**config.mk**
```make
export PLATFORM = sky130hd
export DESIGN_NAME = instruction_encoder_rv32i
export DESIGN_NICKNAME = d
export VERILOG_FILES = /design/src/rtl/instruction_encoder_rv32i.sv
export SDC_FILE = /design/constraint.sdc
export NUM_CORES = 1
export LEC_CHECK = 0
export ABC_AREA = 1
export BUFFER_PORTS_ARGS = -buffer_cell sky130_fd_sc_hd__buf_2
export CORE_MARGIN = 2
export CORE_UTILIZATION = 52
export DETAILED_ROUTE_END_ITERATION = 10
export GPL_ROUTABILITY_DRIVEN = 0
export PLACE_DENSITY_LB_ADDON = 0.05
export SYNTH_ARGS = -nofsm -noshare
export SYNTH_HDL_FRONTEND = slang
export SYNTH_SLANG_ARGS = --single-unit
```
**constraint.sdc**
```tcl
create_clock -name clk -period 4.7 [get_ports clk]
set_input_delay 0.235 -clock clk [delete_from_list [all_inputs] [get_ports clk]]
set_output_delay 0.235 -clock clk [all_outputs]
set_load 0.02 [all_outputs]
```
**src/rtl/instruction_encoder_rv32i.sv**
```systemverilog
// instruction_encoder_rv32i
// Assembles RV32I instruction words from decoded fields, queues them in a
// small circular FIFO and tags each word with a sequential byte address.
//
// Optional feature macro: IMM_RANGE_CHECK_EN
//   defined   -> immediates are range-checked at acceptance; violators are
//                consumed, dropped, and pulse err_range
//   undefined -> immediates are truncated to the format, err_range is 0
//
// Ports:
//   clk, rst_n              clock, asynchronous active-low reset
//   start, base_addr        flush FIFO and load the address counter
//   in_valid/in_ready       field bundle handshake
//   in_fmt .. in_imm        decoded fields (fmt 0=R 1=I 2=S 3=B 4=U 5=J)
//   out_valid/out_ready     FIFO head handshake
//   out_instr, out_addr     head word and its tagged byte address
//   count                   FIFO occupancy
//   err_fmt, err_range      one-cycle error pulses for dropped bundles
module instruction_encoder_rv32i #(
    parameter int unsigned DEPTH  = 4,
    parameter int unsigned ADDR_W = 32
) (
    input  logic                     clk,
    input  logic                     rst_n,
    input  logic                     start,
    input  logic [ADDR_W-1:0]        base_addr,
    input  logic                     in_valid,
    output logic                     in_ready,
    input  logic [2:0]               in_fmt,
    input  logic [6:0]               in_opcode,
    input  logic [4:0]               in_rd,
    input  logic [2:0]               in_f3,
    input  logic [4:0]               in_r1,
    input  logic [4:0]               in_r2,
    input  logic [6:0]               in_f7,
    input  logic [31:0]              in_imm,
    output logic                     out_valid,
    input  logic                     out_ready,
    output logic [31:0]              out_instr,
    output logic [ADDR_W-1:0]        out_addr,
    output logic [$clog2(DEPTH):0]   count,
    output logic                     err_fmt,
    output logic                     err_range
);

    localparam int unsigned IDX_W = $clog2(DEPTH);
    localparam int unsigned PTR_W = IDX_W + 1;

    localparam logic [2:0] FMT_R = 3'd0;
    localparam logic [2:0] FMT_I = 3'd1;
    localparam logic [2:0] FMT_S = 3'd2;
    localparam logic [2:0] FMT_B = 3'd3;
    localparam logic [2:0] FMT_U = 3'd4;
    localparam logic [2:0] FMT_J = 3'd5;

    typedef struct packed {
        logic [31:0]       instr;
        logic [ADDR_W-1:0] addr;
    } entry_t;

    entry_t             mem [DEPTH];
    logic [PTR_W-1:0]   wr_ptr;
    logic [PTR_W-1:0]   rd_ptr;
    logic [ADDR_W-1:0]  next_addr;
    logic               rdy_q;

    logic               full_c;
    logic               empty_c;
    logic               fmt_ok_c;
    logic               range_ok_c;
    logic               accept_c;
    logic               push_c;
    logic               pop_c;
    logic [31:0]        word_c;

    // Pointer-derived FIFO status; the extra MSB separates full from empty.
    assign empty_c = (wr_ptr == rd_ptr);
    assign full_c  = (wr_ptr[IDX_W-1:0] == rd_ptr[IDX_W-1:0]) &&
                     (wr_ptr[PTR_W-1] != rd_ptr[PTR_W-1]);

    // rdy_q keeps in_ready low until the first edge after reset release.
    assign in_ready = rdy_q & ~full_c & ~start;
    assign accept_c = in_valid & in_ready;
    assign push_c   = accept_c & fmt_ok_c & range_ok_c;
    assign pop_c    = ~empty_c & out_ready & ~start;

    // Bit-scatter the fields into the selected instruction format.
    always_comb begin
        word_c   = '0;
        fmt_ok_c = 1'b1;
        case (in_fmt)
            FMT_R: word_c = {in_f7, in_r2, in_r1, in_f3, in_rd, in_opcode};
            FMT_I: word_c = {in_imm[11:0], in_r1, in_f3, in_rd, in_opcode};
            FMT_S: word_c = {in_imm[11:5], in_r2, in_r1, in_f3,
                             in_imm[4:0], in_opcode};
            FMT_B: word_c = {in_imm[12], in_imm[10:5], in_r2, in_r1, in_f3,
                             in_imm[4:1], in_imm[11], in_opcode};
            FMT_U: word_c = {in_imm[31:12], in_rd, in_opcode};
            FMT_J: word_c = {in_imm[20], in_imm[10:1], in_imm[11],
                             in_imm[19:12], in_rd, in_opcode};
            default: fmt_ok_c = 1'b0;
        endcase
    end

`ifdef IMM_RANGE_CHECK_EN
    logic fit12_c;
    logic fit13_c;
    logic fit21_c;

    // A value fits in an N-bit signed field when bits [31:N-1] are all equal.
    always_comb begin
        fit12_c    = (&in_imm[31:11]) | ~(|in_imm[31:11]);
        fit13_c    = (&in_imm[31:12]) | ~(|in_imm[31:12]);
        fit21_c    = (&in_imm[31:20]) | ~(|in_imm[31:20]);
        range_ok_c = 1'b1;
        case (in_fmt)
            FMT_I, FMT_S: range_ok_c = fit12_c;
            FMT_B:        range_ok_c = fit13_c & ~in_imm[0];
            FMT_J:        range_ok_c = fit21_c & ~in_imm[0];
            FMT_U:        range_ok_c = ~(|in_imm[11:0]);
            default:      range_ok_c = 1'b1;
        endcase
    end

    // Range error only reported for otherwise legal formats.
    always_ff @(posedge clk or negedge rst_n) begin
        if (!rst_n) begin
            err_range <= 1'b0;
        end else begin
            err_range <= accept_c & fmt_ok_c & ~range_ok_c;
        end
    end
`else
    assign range_ok_c = 1'b1;
    assign err_range  = 1'b0;
`endif

    // Pointers, address counter, ready enable and format error pulse.
    always_ff @(posedge clk or negedge rst_n) begin
        if (!rst_n) begin
            wr_ptr    <= '0;
            rd_ptr    <= '0;
            next_addr <= '0;
            rdy_q     <= 1'b0;
            err_fmt   <= 1'b0;
        end else begin
            rdy_q   <= 1'b1;
            err_fmt <= accept_c & ~fmt_ok_c;
            if (start) begin
                wr_ptr    <= '0;
                rd_ptr    <= '0;
                next_addr <= base_addr;
            end else begin
                if (push_c) begin
                    wr_ptr    <= wr_ptr + PTR_W'(1);
                    next_addr <= next_addr + ADDR_W'(4);
                end
                if (pop_c) begin
                    rd_ptr <= rd_ptr + PTR_W'(1);
                end
            end
        end
    end

    // Storage array; contents are qualified by the pointers, so no reset.
    always_ff @(posedge clk) begin
        if (push_c) begin
            mem[wr_ptr[IDX_W-1:0]] <= '{instr: word_c, addr: next_addr};
        end
    end

    // Head presentation; an empty FIFO shows zeros.
    always_comb begin
        out_valid = ~empty_c;
        out_instr = '0;
        out_addr  = '0;
        if (!empty_c) begin
            out_instr = mem[rd_ptr[IDX_W-1:0]].instr;
            out_addr  = mem[rd_ptr[IDX_W-1:0]].addr;
        end
    end

    assign count = wr_ptr - rd_ptr;

endmodule

```
* Yosys cells after proc, flatten, opt, wreduce, memory -nomap -nowiden
Memories as Yosys holds them, arrays and structs flattened.
Cells that the tools add are included.
** Operators by class
- Mux-type cells :: 12
- Eq/ne operators :: 8
- Reduce and logical (&&, ||, !) cells :: 5
- Bitwise logic cells :: 11
- Add/sub/neg operators :: 4
** Operators with widths (count)
- 32-bit case mux with 6 select lines :: 1
- 32-bit two-way mux :: 4
- 32-bit by 3-bit adder with 32-bit output (second input constant) :: 1
- 3-bit two-way mux :: 4
- 1-bit bitwise AND :: 7
- 3-bit by 1-bit adder with 3-bit output (second input constant) :: 2
- 3-bit by 2-bit == test with 1-bit output (second input constant) :: 2
- 3-bit == test (second input constant) :: 2
- 6-bit OR reduction :: 1
- 1-bit inverter :: 4
- 2-bit nonzero test :: 2
- 3-bit by 1-bit == test with 1-bit output (second input constant) :: 1
- 3-bit == test :: 1
- 3-bit zero test :: 1
- 1-bit two-way mux :: 3
- 3-bit subtractor :: 1
- 2-bit == test :: 1
- 1-bit logical AND :: 1
- 1-bit != test :: 1
** Storage, ports and cells
- Logic and storage cells :: 46
- Bits of input ports :: 104
- RAM bits :: 256
- Output and inout bits :: 71
- Memories :: 1
- Register bits :: 40
** Memory list
- mem :: words 4, bits a word 64, read ports 1, clocked after Yosys merged registers in 0, wr ports 1, RTL line 61 : entry_t mem [DEPTH];

* Depth between registers and ports, before layout
- Depth after elaboration :: 9
- Gate-level depth with buffers :: 12
- Depth with buffers taken out :: 10

* Worst setup path before layout
OpenSTA, ideal clock, no wires.
- Path kind :: reg-to-reg
- Start :: register rd_ptr[1]
- End :: memory mem[0][0] (netlist name), enable pin
- Path buffers :: 2
- Period minus slack after synthesis :: 4738 ps
- Required time :: 4214 ps
- Slack :: -38 ps
- Cell stages (with the launch flop) :: 10
- Data arrival time :: 4252 ps
- Path through :: dfrtp_1 inv_1 clkbuf_1 ha_1 nand2_1 inv_1 nand3_2 nand4_4 buf_2 nor2_1
** On the way
- Word-level cells in the longest chain between the ends :: 9
** RTL lines
- start, declared :: RTL line 63 : logic [PTR_W-1:0] rd_ptr;
- start signal, assigned :: RTL line 159 : rd_ptr <= rd_ptr + PTR_W'(1);
- 2-bit == test :: RTL line 78 : assign full_c = (wr_ptr[IDX_W-1:0] == rd_ptr[IDX_W-1:0]) &&
- 1-bit logical AND :: RTL line 78
- 1-bit inverter :: RTL line 82 : assign in_ready = rdy_q & ~full_c & ~start;
- 1-bit bitwise AND (2 in a row) :: RTL line 82
- 1-bit bitwise AND :: RTL line 83 : assign accept_c = in_valid & in_ready;
- 1-bit bitwise AND :: RTL line 84 : assign push_c = accept_c & fmt_ok_c & range_ok_c;
- 1-bit two-way mux :: RTL line 167 : if (push_c) begin
- 1-bit two-way mux (not written as such) :: RTL line 168 : mem[wr_ptr[IDX_W-1:0]] <= '{instr: word_c, addr: next_addr};
- end, declared :: RTL line 61
No other way between the ends.

* Worst setup path after layout
- Start :: register rd_ptr[0]
- End :: output port out_instr[5]
** On the way
- Word-level cells in the longest chain between the ends :: 2
** RTL lines
- memory 4 x 64 bit / 3-bit == test (equally long branches)
- 32-bit two-way mux (*) :: RTL line 177 : if (!empty_c) begin
- end, declared :: RTL line 39 : output logic [31:0] out_instr,
Mark *: on every way between the ends. The rest lies on a longest branch, timed or not.

==> impl_summary.txt <==
----------------------------------------------------
[Detailed routing]
  Vias ... around 9900
  Average wire per cell in the routed design ... 17.10 um
  Total DRC errors in the routed layout ... 0
  Post-route ant nets ... 0
  Number of detailed-routing iterations run before antenna repair ... 5
  DRT iter0 DRCs ... 758
  Via/cell ratio ... between 5 and 6
  Total wire length after detailed routing ... approximately 32000 um

[Critical path]
  Critical path start-end classification ... reg -> out
  Sum of buffers and inverters on the critical path ... 3
  Slowest cell on crit path ... clkinv_2
  Critical Path, Cell by Cell ... clkinv_2 > buf_4 > o21ai_0 > a21oi_1 > buf_2
  Crit. End Element ... output port
  Number of stages on the worst setup path ... 5
  Cell depth of the worst flop-to-flop path ... 7
  Arrival time at the worst endpoint ... about 3.3 ns
  Required time worst endpoint ... between 4 and 5 ns
  Critical path launch point type ... flop
  CP Max Fanout ... 78
  Top delay family on crit path ... buffers and inverters
  Slowest cell delay on critical path ... slightly above 0.9 ns

[STA]
  Crit path time final ... approximately 3.6 ns
  Max Clock Freq ... between 0.2 and 0.3 GHz
  Setup repair after global routing missed its margin ... no
  Portion of the clock cycle consumed by the worst path in the final layout ... 75.88%
  Final Slew Violations ... 0
  Pin slew with the least headroom to its limit ... ~1.0 ns
  Total of endpoints with negative setup slack in the final report ... 0
  Final clock skew ... ~0.016 ns
  Final hold viol count ... 0
  Post-Route Hold Slack ... 0.01633 ns
  Max-Slew Margin vs Limit ... between 30% and 40%
  Post-layout worst setup margin ... approximately 1.1 ns

[Place]
  DP Wirelength ... between 15000 and 20000 um
  Cell Count Post-Placement ... between 1500 and 2000
  Number of I/O port buffers ... 173
  DP Worst Slack ... 1.348 ns

[Synthesis]
  Fraction of synthesis flops using an asynchronous set or reset pin ... 13.51%
  Portion of synthesized cell area occupied by the leading cell type ... between 50% and 60%
  Sequential share of the synthesized area ... approximately 66%
  Instance count of the mapped netlist ... roughly 1300
  Count of yosys warnings during synthesis ... 0
  Synth top area cells ... edfxtp_1, nor2_1, dfrtp_1, nand2_1, o21ai_0
  Synthesized netlist net count ... between 1000 and 1500
  Mean instance size in the synthesized netlist ... 9.977 sq um
  Leading post-synthesis cells by instance count ... nor2_1, edfxtp_1, nand2_1
  Dominant cell by count in the synthesized netlist ... nor2_1
  Flop and latch count out of synthesis ... ~300
  Mapped Area ... 13260 sq um
  Number of synthesized flops with an enable pin ... 256
  Cell taking the most area after synthesis ... edfxtp_1
  Distinct cell type count of the synthesized netlist ... 39
  Most common flop cell mapped by yosys ... edfxtp_1

[Hold path]
  Hold Crit Depth ... 5
  Hold Path Class ... in -> reg

[Floorplanning]
  Die Wd ... 163.7 um
  Die outline area ... 26790 sq um
  Core Rows ... 58
  Core ar. ... 25110 sq um
  Effective utilization at floorplan ... between 50 and 60%
  Overall die height ... ~160 um
  Count of pins on the block boundary ... 175

[Power and ir drop]
  Static leakage power ... between 6 and 7 nW
  Pwr dens ... between 400 and 500 nW/um^2
  Max VDD drop ... ~0.25 mV

[Clock tree]
  CTS tree ... yes
  Clock Pin Slew Worst Setup and Hold Paths ... 0.06 ns
  Post-CTS Setup Inserts ... 0
  Total number of H-tree levels ... 1
  Worst-Skew Late Latency ... roughly 0.54 ns
  Clock sink total ... 296
  Root cell of the clock tree ... clkbuf_16
  TritonCTS buffer count ... 31
  Clk buf depth ... 3

[GRT]
  Gr usage total ... between 20% and 30%
  Wire length of the first global-routing pass ... 49250 um
  Pin count of the biggest net entering global routing ... 80
  Total congestion overflow ... 0
  Antenna violations before repair ... 1
  Via count of the first global-routing pass ... ~9000

[Final layout]
  Syn-to-layout area delta ... 18.51%
  # diodes ... 0
  Final standard cell utilization of the core ... between 60% and 70%
  Non-filler cells in the finished layout ... around 1900
  Fraction of layout instances using a drive strength above 1 ... 18.02%
  Count of nets after finishing ... 1621

[Run status]
  Outcome ... finished clean

[Job]
  Number of violations of the max-capacitance limit ... 0

----------------------------------------------------
## what timing repair did
action	in CTS	in global routing
hold buffers	22	0
gates resized for setup	0	0
hold endpoints to repair	61	0
## per-layer routing
| metal | vias up | global-route usage [%] | wire length (um) |
|---|---|---|---|
| met5 | - | 0 | 0 |
| met4 | 0 | 4.944 | 431 |
| met3 | 35 | 2.412 | 1805 |
| met2 | 314 | 40.37 | 15480 |
| met1 | 4682 | 33.08 | 14110 |
| li1 | 4839 | - | - |
## layout make-up
cell class                      count  area, sq um
Fill cell                        2098         9395
Sequential cell                   296         8693
Multi-Input combinational cell    903         4060
Timing Repair Buffer              210         1224
Clock buffer                       38        842.1
Tap cell                          330        412.9
Inverter                           66        251.5
Clock inverter                     19        230.2
## cell families (layout without fill, tap and decap cells)
group                    Yosys count  count (layout)  share of synthesized area, %
AND/OR/NAND/NOR                  666             666                         20.58
flip-flops                       296             296                         65.53
AO/OA/AOI/OAI                    220             220                         8.455
buffers and inverters            130             333                         4.077
adder cells (fa/ha/maj)            9               9                        0.9060
XOR/XNOR                           6               6                        0.3964
other                              2               2                       0.05664
## placed cells by master, fill, tap and decap left out, types with 8 or more instances in the layout
cell,count
inv_1,61
clkinv_2,9
nand2_1,229
dlygate4sd3_1,22
dfrtp_1,38
nor2_4,11
nand3_1,66
a21oi_1,70
o21ai_0,140
edfxtp_1,256
buf_4,13
buf_2,173
nor2_1,330
ha_1,8
clkbuf_16,31
## power breakdown
part / total [mW] / internal [mW] / switching (mW)
registers: 3.07 / 2.96 / 0.117
logic: 1.41 / 0.422 / 0.984
clock network: 2.52 / 1.54 / 0.975
## worst paths after layout
| check | startpoint | slack, ns | to |
|---|---|---|---|
| worst max-delay path | rd_ptr[0] | 1.13 | out_instr[5] |
| worst min-delay path | base_addr[30] | 0.02 | next_addr[30] |
| worst max register to register | rd_ptr[0] | 1.44 | mem[1][12] |
| worst min register to register | next_addr[1] | 0.54 | mem[0][1] |
| max in group asynchronous | rst_n | 3.99 | rd_ptr[0] |
| min in group asynchronous | rst_n | 0.31 | next_addr[20] |
## per-stage QoR
stage / cell area (sq um) / TNS, ns / power, mW
floorplan: 13260 / -7.376 / 4.022
global placement: 14420 / 0 / 4.524
CTS: 15710 / 0 / 7.062
detailed placement: 14420 / 0 / 4.534
finish: 15710 / 0 / 6.999
global route: 15710 / 0 / 7.303
## tightest hold or removal path: stages
cell	delay, ns
buf_2	0.10
nand2_1	0.05
nand2_1	0.05
inv_1	0.03
nand2_1	0.04
## registers in the layout, summed over array words and instances (netlist names)
register   cells
mem          256
next_addr     32
rd_ptr         3
wr_ptr         3
err_fmt        1
rdy_q          1
(Power assumes the default switching activity.)
